===== config.mk =====
export PLATFORM = sky130hd
export DESIGN_NAME = spi_controller
export DESIGN_NICKNAME = d
export VERILOG_FILES = /design/src/rtl/spi_controller.sv
export SDC_FILE = /design/constraint.sdc
export NUM_CORES = 1
export LEC_CHECK = 0
export CAP_MARGIN = 5
export CORE_ASPECT_RATIO = 0.9
export CORE_UTILIZATION = 37
export CTS_BUF_LIST = sky130_fd_sc_hd__clkbuf_4
export DETAILED_ROUTE_END_ITERATION = 10
export GPL_TIMING_DRIVEN = 0
export SYNTH_ARGS = -nofsm -noshare
export SYNTH_HDL_FRONTEND = slang
export SYNTH_SLANG_ARGS = --single-unit

===== constraint.sdc =====
create_clock -name clk -period 2.29 [get_ports clk]
set_clock_uncertainty 0.2 [all_clocks]
set_input_delay 0.687 -clock clk [delete_from_list [all_inputs] [get_ports clk]]
set_output_delay 0.687 -clock clk [all_outputs]
set_load 0.02 [all_outputs]

===== src/rtl/spi_controller.sv =====
// SPI mode-0 controller: sends one 16-bit frame {rw, addr, wr_data} MSB first.
// It captures the last 8 CIPO bits of the frame into rd_data.
module spi_controller #(
    parameter int unsigned HALF_PERIOD = 4,
    parameter int unsigned GAP_CYCLES  = 8
) (
    input  logic       clk,
    input  logic       rst_n,
    input  logic       start,
    input  logic       rw,
    input  logic [6:0] addr,
    input  logic [7:0] wr_data,
    output logic       busy,
    output logic       done,
    output logic [7:0] rd_data,
    output logic       nCS,
    output logic       SCLK,
    output logic       COPI,
    input  logic       CIPO
);

    localparam int unsigned CNT_W   = 8;
    localparam int unsigned BIT_W   = 4;
    localparam int unsigned FRAME_W = 16;
    localparam int unsigned RD_W    = 8;

    localparam logic [CNT_W-1:0] HP_LAST  = CNT_W'(HALF_PERIOD - 1);
    localparam logic [CNT_W-1:0] GAP_LAST = CNT_W'(GAP_CYCLES - 1);
    localparam logic [BIT_W-1:0] BIT_LAST = BIT_W'(FRAME_W - 1);

    typedef enum logic [1:0] {
        IDLE,
        SETUP,
        SHIFT,
        GAP
    } state_t;

    state_t             state;
    logic [CNT_W-1:0]   cnt;
    logic [BIT_W-1:0]   bit_cnt;
    logic [FRAME_W-2:0] tx;
    logic [RD_W-1:0]    rx;

    // SCLK doubles as the phase flag inside SHIFT: 1 = high half, 0 = low half.
    always_ff @(posedge clk or negedge rst_n) begin
        if (!rst_n) begin
            state   <= IDLE;
            cnt     <= '0;
            bit_cnt <= '0;
            tx      <= '0;
            rx      <= '0;
            busy    <= 1'b0;
            done    <= 1'b0;
            rd_data <= '0;
            nCS     <= 1'b1;
            SCLK    <= 1'b0;
            COPI    <= 1'b0;
        end else begin
            done <= 1'b0;
            case (state)
                IDLE: begin
                    if (start) begin
                        // MSB (rw) goes straight to COPI; the rest waits in tx.
                        tx      <= {addr, wr_data};
                        COPI    <= rw;
                        nCS     <= 1'b0;
                        SCLK    <= 1'b0;
                        busy    <= 1'b1;
                        cnt     <= '0;
                        bit_cnt <= '0;
                        state   <= SETUP;
                    end
                end

                SETUP: begin
                    if (cnt == HP_LAST) begin
                        cnt   <= '0;
                        SCLK  <= 1'b1;
                        rx    <= {rx[RD_W-2:0], CIPO};
                        state <= SHIFT;
                    end else begin
                        cnt <= cnt + CNT_W'(1);
                    end
                end

                SHIFT: begin
                    if (cnt == HP_LAST) begin
                        cnt <= '0;
                        if (SCLK) begin
                            // tx drains to zero, so the 16th falling edge leaves COPI low.
                            SCLK <= 1'b0;
                            COPI <= tx[FRAME_W-2];
                            tx   <= {tx[FRAME_W-3:0], 1'b0};
                        end else if (bit_cnt == BIT_LAST) begin
                            bit_cnt <= '0;
                            nCS     <= 1'b1;
                            state   <= GAP;
                        end else begin
                            bit_cnt <= bit_cnt + BIT_W'(1);
                            SCLK    <= 1'b1;
                            rx      <= {rx[RD_W-2:0], CIPO};
                        end
                    end else begin
                        cnt <= cnt + CNT_W'(1);
                    end
                end

                GAP: begin
                    if (cnt == GAP_LAST) begin
                        cnt     <= '0;
                        busy    <= 1'b0;
                        done    <= 1'b1;
                        rd_data <= rx;
                        state   <= IDLE;
                    end else begin
                        cnt <= cnt + CNT_W'(1);
                    end
                end

                default: begin
                    state <= IDLE;
                end
            endcase
        end
    end

endmodule


==> impl_metrics.tcl, run 1 <==
set metrics [dict create \
    run_status "finished, final reports clean" \
    routed_wl_um 5210 \
    slew_violations 0 \
    fin_crit_sh 0.979 \
    path_clk_slew_ns 0.14 \
    post-route-util 0.472 \
    yosysUniqueCellTypes 51 \
    netlist_area_um2 2580 \
    crit_arrival_ns 2.34 \
    critPathCaptureType "flop" \
    critPathLaunchType "input port" \
    dr.pass1.iters 4 \
    cts_buffers 5 \
    worst_slew_pin_slew_ns 0.418 \
    area_delta_synth_final_pct 21.9 \
    start_util 0.387 \
    grt_pass1_wl_um 8740 \
    grt_max_degree 35 \
    ios 33 \
    dpl_cell_area_um2 3030 \
    cts-root-buf "clkbuf_4" \
    rows 28 \
    setup_viol 0 \
    synth_enable_flop_cells 0 \
    wl_per_cell_um 15.1 \
    grt_pass1_vias 1782 \
    crit_path_start "start" \
    clockBufferDepth 2 \
    min_path_type "input port to async pin" \
    ys_async_sr_fraction 1.00 \
    clk_latency_ns 0.37 \
    synth_nets 244 \
    critPathKind "input port to flop" \
    met1_usage 0.213 \
    die_y_um 81.2 \
    multi_input_area_um2 1260 \
    die_w_um 90 \
    avgSynthCellArea_um2 11.9 \
    r2r_setup_slack_ns 0.09 \
    antenna_found_initial 0 \
    clock-sinks 50 \
    grt_setup_unrepaired "false" \
    hold_viol 0 \
    drt_iter0_drc 86 \
    syn_inst 216 \
    leakagePower_nw 1.37 \
    dieArea_um2 7310 \
    antenna_cells 0 \
    maxCapViolCount 0 \
    num_vias 1861 \
    overflow 0 \
    cts_tree "built" \
    use_met2 0.236 \
    dp_hpwl_um 3700 \
    viasPerCell 5.39 \
    cellPowerDensity_nw_per_um2 459 \
    ys_seq_area_frac 0.486 \
    cp_max_fo 10 \
    vdd_drop_max_mv 0.219 \
    ys_warn_count 0 \
    regArea_um2 1250 \
    relSlewSlack 0.721 \
    final_area_um2 3140 \
    ant_nets 0 \
    cts_hold_buf 0 \
    drive_above_1_share 0.176 \
    htreeDepth 2 \
    synthFlopType "dfrtp_1" \
    period_needed_ns 2.24 \
    r2r-start "state[0]$_DFFE_PN0P_" \
    cp.required_ns 2.39 \
    port-buffer-count 32 \
    top_usage_layer "met2" \
    remaining_drc_errors 0 \
    globalRouteMet3Util 0.0328 \
    final_nets 283 \
    core_um2 6660 \
    grt_usage 0.153 \
    ys_seq_elements 50 \
    fill_cells 632 \
    place_congestion 0.746 \
    fmax_mhz 446 \
]
==> state kept, by name, indices dropped and copies added, names as in the netlist <==
register	cells
tx	15
cnt	8
rd_data	8
rx	8
bit_cnt	4
state	2
COPI	1
SCLK	1
busy	1
done	1
nCS	1
==> critical path, cell delays in order <==
cell and delay (ns):
clkdlybuf4s50_1 0.61, nor2b_1 0.08, clkbuf_4 0.21, o41ai_4 0.36, buf_6 0.19, o221a_1 0.20
==> per-stage QoR <==
step	hold slack, ns	worst slack, ns	TNS (ns)	cells	power, mW
floorplan	0.191	0.191	0	216	0.901
global placement	0.267	-1.21	-67.55	338	0.954
detailed placement	0.276	-0.447	-8.04	339	0.957
CTS	0.0202	0.00811	0	345	1.47
global route	0.0259	0.00168	0	345	1.51
finish	0.0196	0.0490	0	345	1.44
==> synthesized netlist by cell type, types with 3 or more instances <==
| library cell | number | area [um2] |
|---|---|---|
| dfrtp_1 | 49 | 1230 |
| o21ai_0 | 4 | 20.0 |
| a31oi_1 | 5 | 31.3 |
| mux2_1 | 9 | 101 |
| clkbuf_1 | 6 | 22.5 |
| ha_1 | 8 | 100 |
| a21oi_1 | 5 | 25.0 |
| o221a_1 | 15 | 169 |
| o21ai_1 | 5 | 25.0 |
| nand3_1 | 9 | 45.0 |
| nand2_1 | 7 | 26.3 |
| a22o_1 | 3 | 26.3 |
| and3_1 | 3 | 18.8 |
| buf_2 | 4 | 20.0 |
| mux2_2 | 9 | 101 |
| mux2i_1 | 5 | 50.1 |
| nand2b_1 | 3 | 18.8 |
| or3_1 | 15 | 93.8 |
| inv_1 | 8 | 30.0 |
| nor2_1 | 8 | 30.0 |
==> layout by cell type (no fill, tap or decap), types with 2 or more instances in the layout <==
cell / instances
dfrtp_1: 49
clkdlybuf4s50_1: 25
or3_1: 15
o221a_1: 15
mux2_1: 9
nand3_1: 9
mux2_2: 9
inv_1: 8
nor2_1: 8
nand2_1: 7
clkbuf_4: 6
mux2i_1: 5
o21ai_1: 5
a21oi_1: 5
a31oi_1: 5
ha_1: 5
o21ai_0: 4
dlymetal6s2s_1: 4
buf_2: 3
buf_4: 3
clkbuf_1: 3
and3_1: 3
a22o_1: 3
ha_2: 3
a41oi_1: 2
and2_1: 2
nand4_1: 2
o31ai_1: 2
o41ai_1: 2
nand2b_1: 2
dlygate4sd2_1: 2
==> layer usage <==
| layer | share of wire | wire length, um | vias to the layer above |
|---|---|---|---|
| li1 | - | - | 895 |
| met1 | 0.51 | 2650 | 927 |
| met2 | 0.44 | 2280 | 34 |
| met3 | 0.042 | 218 | 5 |
| met4 | 0.011 | 58 | 0 |
| met5 | 0 | 0 | - |
==> path summary, 6_finish.rpt <==
path	cells after the start	end
min in group clk	1	rd_data[0]$_DFFE_PN0P_
setup / recovery	6	tx[14]$_DFFE_PN0P_
setup reg to reg	7	tx[14]$_DFFE_PN0P_
hold reg to reg	1	rd_data[0]$_DFFE_PN0P_
hold / removal	1	tx[9]$_DFFE_PN0P_
max in group asynchronous	2	cnt[5]$_DFFE_PN0N_
==> power by group <==
part	switching (mW)	internal (mW)
sequential	0	0.883
combinational	0.0233	0.0316
clock	0.280	0.226
==> cell type report <==
type,instances,share of cell area
multi-input combinational,145,0.400
sequential,50,0.398
timing repair buffer,34,0.111
tap,90,0.0358
buffer,10,0.0191
clock inverter,2,0.0123
clock buffer,5,0.0119
inverter,9,0.0107
==> cell families after synthesis <==
family | after synthesis | share of synthesized area
AND/OR/NAND/NOR | 61 | 0.157
AO/OA/AOI/OAI | 52 | 0.181
flip-flops | 50 | 0.486
multiplexers | 23 | 0.0980
buffers and inverters | 21 | 0.0369
adder cells (fa/ha/maj) | 8 | 0.0388
XOR/XNOR | 1 | 0.00340
==> timing repair <==
item	CTS	global route
setup endpoints to repair	31	25
pin swaps	1	0
gates resized for setup	6	12
buffers inserted	1	0
(Power assumes the default switching activity.)
==> run 2, diff against run 1 <==
ABC_CLOCK_PERIOD_IN_PS = 2290   (was not set)
==> results of run 2 <==
Same layout as run 1: the final DEF is identical, and so are final timing and power.
==> RTL edit 1: new RTL, settings of run 2 <==
Change the localparam `CNT_W` from 8 to 9.
--- a/src/rtl/spi_controller.sv
+++ b/src/rtl/spi_controller.sv
@@ -19,7 +19,7 @@
     input  logic       CIPO
 );
 
-    localparam int unsigned CNT_W   = 8;
+    localparam int unsigned CNT_W   = 9;
     localparam int unsigned BIT_W   = 4;
     localparam int unsigned FRAME_W = 16;
     localparam int unsigned RD_W    = 8;
Check against the original RTL: same outputs for any inputs over 10 cycles, from zero or initial values and one cycle with rst_n low; that may be too few to reach the edited logic, so the function may still have changed.
==> RTL edit 1 against run 2 <==
- via count grew 0.86%
- synthesized cell count grew 4.2%
- synthesized area grew 4.1%
- setup slack lost 16 ps
- final area grew 9.8%
- sequential cell count grew 1
- wire length grew 1.6%
- total power shrank 1.6%
- largest power group unchanged
- highest routed layer unchanged
==> RTL edit 1: results <==
set metrics [dict create \
    crit_path_max_fanout 8 \
    power.share.switching_pct 22.6 \
    yosysUniqueCellTypes 43 \
    yosys-top-cells-area "dfrtp_1, mux2_2, ha_1, o211ai_1, mux2i_1" \
    arrival_ps 2310 \
    routabilityCongestion 0.784 \
    critPathCapture "tx[6]$_DFFE_PN0P_" \
    wl_per_cell_um 14.1 \
    hpwlAfterDp_um 3550 \
    place_ws_ps -452 \
    grt_pass1_wl_um 9300 \
    hold_slack_ps 21.0 \
    grt_pass1_vias 1927 \
    vias_per_cell 5.02 \
    setup_slack_ps 32.7 \
    post-cts-setup-buffer-count 8 \
    tightestPinTransition_ps 458 \
    cts.repair.resized 12 \
    clkPwrFrac_pct 29.7 \
    syn-num-nets 253 \
    drtIter0Drc 89 \
    peakVddDrop_v 0.000277 \
    nets 308 \
    outcome "finished clean" \
    crit_start "cnt[3]$_DFFE_PN0N_" \
    dpl_cell_area_mm2 0.00315 \
    holdCritPathClass "primary input to asynchronous set/reset pin" \
    grt_max_degree 38 \
    clk_path_buf_depth 2 \
    layout-drive-gt1-share_pct 37.4 \
    grtUsageTotal_pct 15.2 \
    p_leak_nw 1.62 \
    p_seq_mw 0.922 \
    clk_latency_ps 360 \
    power_density_mw_per_mm2 412 \
    reg2reg_depth 6 \
]
-- RTL edit 1: cell types whose count changed in the layout (fill, tap and decap cells not counted), sizes merged, moves of 4 or more --
| cell | before | now |
|---|---|---|
| a31oi | 6 | 2 |
| clkdlybuf4s50 | 25 | 20 |
| o211ai | 0 | 9 |
| mux2 | 18 | 48 |
| or3 | 15 | 1 |
| nor3 | 0 | 4 |
| o221a | 15 | 0 |
| nand2 | 7 | 16 |
| buf | 8 | 22 |
-- RTL edit 1: kinds of logic (layout without fill, tap and decap cells) --
| kind of cell | count (synthesis) | after routing | synth area share [%] |
|---|---|---|---|
| AOI/OAI and AO/OA | 36 | 36 | 9.69 |
| adders and majority gates | 8 | 8 | 3.73 |
| buffers and inverters | 21 | 77 | 4.33 |
| DFF | 51 | 51 | 47.6 |
| muxes | 54 | 54 | 22.5 |
| and+or+nand+nor | 55 | 55 | 12.2 |
-- RTL edit 1: worst max-delay path, stage by stage, from the launching register on --
cell	delay, ps
dfrtp_1	390
bufbuf_16	270
nor4b_4	360
nand4_1	200
a21oi_4	210
buf_4	180
mux2_2	330
-- RTL edit 1: final cells by class --
class                      instances  area (um2)
inverter                          10        37.5
buffer                             9        86.3
multi-input combinational        153        1380
clock buffer                       6        45.0
fill                             664        3590
sequential                        51        1280
clock inverter                     2        17.5
timing repair buffer              50         492
tap                               93         116
-- RTL edit 1: stage by stage --
stage	cells	TNS, ps
after floorplan	225	0
after global placement	350	-76480
after detailed placement	351	-11730
after CTS	366	0
after global routing	374	-813
final	374	0
-- RTL edit 1: layer usage --
layer  GRT usage [%]  part of all wire [%]  up-vias
met4            3.84                  0.55        0
met2            23.5                    46       27
met3            3.02                   3.4        2
met1            21.9                    50      921
li1                -                     -      927
met5               0                     0        -
==> RTL edit 2: new RTL, config.mk and constraints of run 2 <==
Without the edit above. The 4 states of `state_t` get a one-hot encoding in 4 bits.
--- a/src/rtl/spi_controller.sv
+++ b/src/rtl/spi_controller.sv
@@ -28,11 +28,11 @@
     localparam logic [CNT_W-1:0] GAP_LAST = CNT_W'(GAP_CYCLES - 1);
     localparam logic [BIT_W-1:0] BIT_LAST = BIT_W'(FRAME_W - 1);
 
-    typedef enum logic [1:0] {
-        IDLE,
-        SETUP,
-        SHIFT,
-        GAP
+    typedef enum logic [3:0] {
+        IDLE  = 4'b0001,
+        SETUP = 4'b0010,
+        SHIFT = 4'b0100,
+        GAP   = 4'b1000
     } state_t;
 
     state_t             state;
Behaviour: no difference found for any inputs over 10 cycles, from zero or initial values and one cycle with rst_n low; not proved beyond that.
==> RTL edit 2 against run 2 <==
- the flow now finishes with violations (setup timing)
- cell count increased by 18%
- hold slack improved by 100 ps
- fmax decreased by 2.4%
- utilization increased by 2.5 points
- sequential share of layout area decreased by 2.7 points
- final area increased by 12%
- sequential cell count increased by 2
- wire length increased by 7.1%
- setup slack got worse by 56 ps
- via count increased by 9.8%
- die area increased by 5.0%
- synthesized area increased by 5.1%
- global-route usage decreased by 0.27 points
- highest routed layer unchanged
Power is not compared: it rests on default switching activity, and its combinational part moved more than twofold at a synthesized area within 25%.
==> RTL edit 2: results <==
set metrics [dict create \
    dpl_cell_area_mm2 0.00316 \
    drt_wl_total_um 5580 \
    reg2reg_depth 6 \
    drtIter0Drc 100 \
    peakVddDrop_v 0.000345 \
    grt_pass1_vias 1872 \
    grt_pass1_wl_um 9100 \
    outcome "finished, violations left" \
    hpwlAfterDp_um 3610 \
    violations "setup timing" \
    ys_top_cells_by_count "nand2_1, dfrtp_1, mux2_4, inv_1" \
    setup-tns-final_ps -20.6 \
    place_ws_ps -606 \
    timing.rr.start "state[2]$_DFFE_PN0P_" \
    syn-num-nets 273 \
    setup_slack_ps -7.25 \
    slew_headroom_pct 55.3 \
    routabilityCongestion 0.759 \
    finalSetupViolCount 8 \
    yosys-top-cells-area "dfrtp_1, mux2_4, nand2_1, mux2_2, dfstp_2" \
    arrival_ps 2370 \
    yosysSeqAreaShare_pct 48.1 \
    nets 334 \
    hold_slack_ps 124 \
    grt_max_degree 28 \
    critical-path-max-stage-delay_ps 450 \
    crit_path_max_fanout 8 \
    grtUsageTotal_pct 15.0 \
    cp_top_family "simple AND/OR/NAND/NOR gates" \
    cpMaxStageDelayCell "dfrtp_1" \
    layout-drive-gt1-share_pct 29.1 \
]
## RTL edit 2: kinds of logic after synthesis
logic type      count (synthesis)  share of synthesized area (%)
flops                          52                           48.1
simple gates                   94                           17.1
fa+ha+maj                       2                          0.923
xor+xnor                        2                          0.646
compound gates                 41                           10.6
mux                            35                           17.9
buf+inv                        25                           4.71
## RTL edit 2: worst reg2reg max path, stage by stage (launching register included)
cell     delay, ps
dfrtp_1        450
or3b_4         430
or2_0          200
buf_4          160
a221o_1        300
buf_6          160
mux2_4         300
## RTL edit 2: layer usage
metal	up-vias	wire length (um)	global-route usage [%]
li1	1012	-	-
met1	994	2820	22.1
met2	33	2530	22.5
met3	5	174	2.75
met4	0	54	4.26
met5	-	0	0
## RTL edit 2: cell type report
type                    count  area [um2]  area share (%)
clock buffers               6        45.0            1.28
well taps                  93         116            3.30
plain buffers              13         109            3.09
clock inverters             2        38.8            1.10
flip-flops and latches     52        1310            37.1
repair buffers             54         534            15.2
multi-input cells         174        1330            37.7
inverters                  12        45.0            1.28
## RTL edit 2: power breakdown
part           internal [mW]  switching [mW]  total, mW  leakage (nW)
sequential              1.11           0.123       1.24         0.657
clock                  0.247           0.303      0.550        0.0463
combinational          0.515           0.354      0.869          1.06
## RTL edit 2: worst max-delay path by stage
stage / from / end
after floorplan: start / COPI$_DFFE_PN0P_
after global placement: rst_n / cnt[6]$_DFFE_PN0P_
after detailed placement: start / tx[12]$_DFFE_PN0P_
after CTS: state[3]$_DFFE_PN0P_ / rx[7]$_DFFE_PN0P_
after global routing: state[2]$_DFFE_PN0P_ / rx[6]$_DFFE_PN0P_
final: state[2]$_DFFE_PN0P_ / rx[6]$_DFFE_PN0P_
## RTL edit 2: timing repair
item,in CTS,in global routing
pin swaps,5,3
setup endpoints to repair,34,51
gates resized for setup,16,26
buffers inserted,10,10
cloned,1,0
## RTL edit 2: through the flow
stage | util [%] | cells
floorplan | - | 251
CTS | 48.0 | 396
finish | 49.8 | 406
global route | 49.8 | 406
detailed placement | 44.7 | 377
global placement | 44.5 | 376
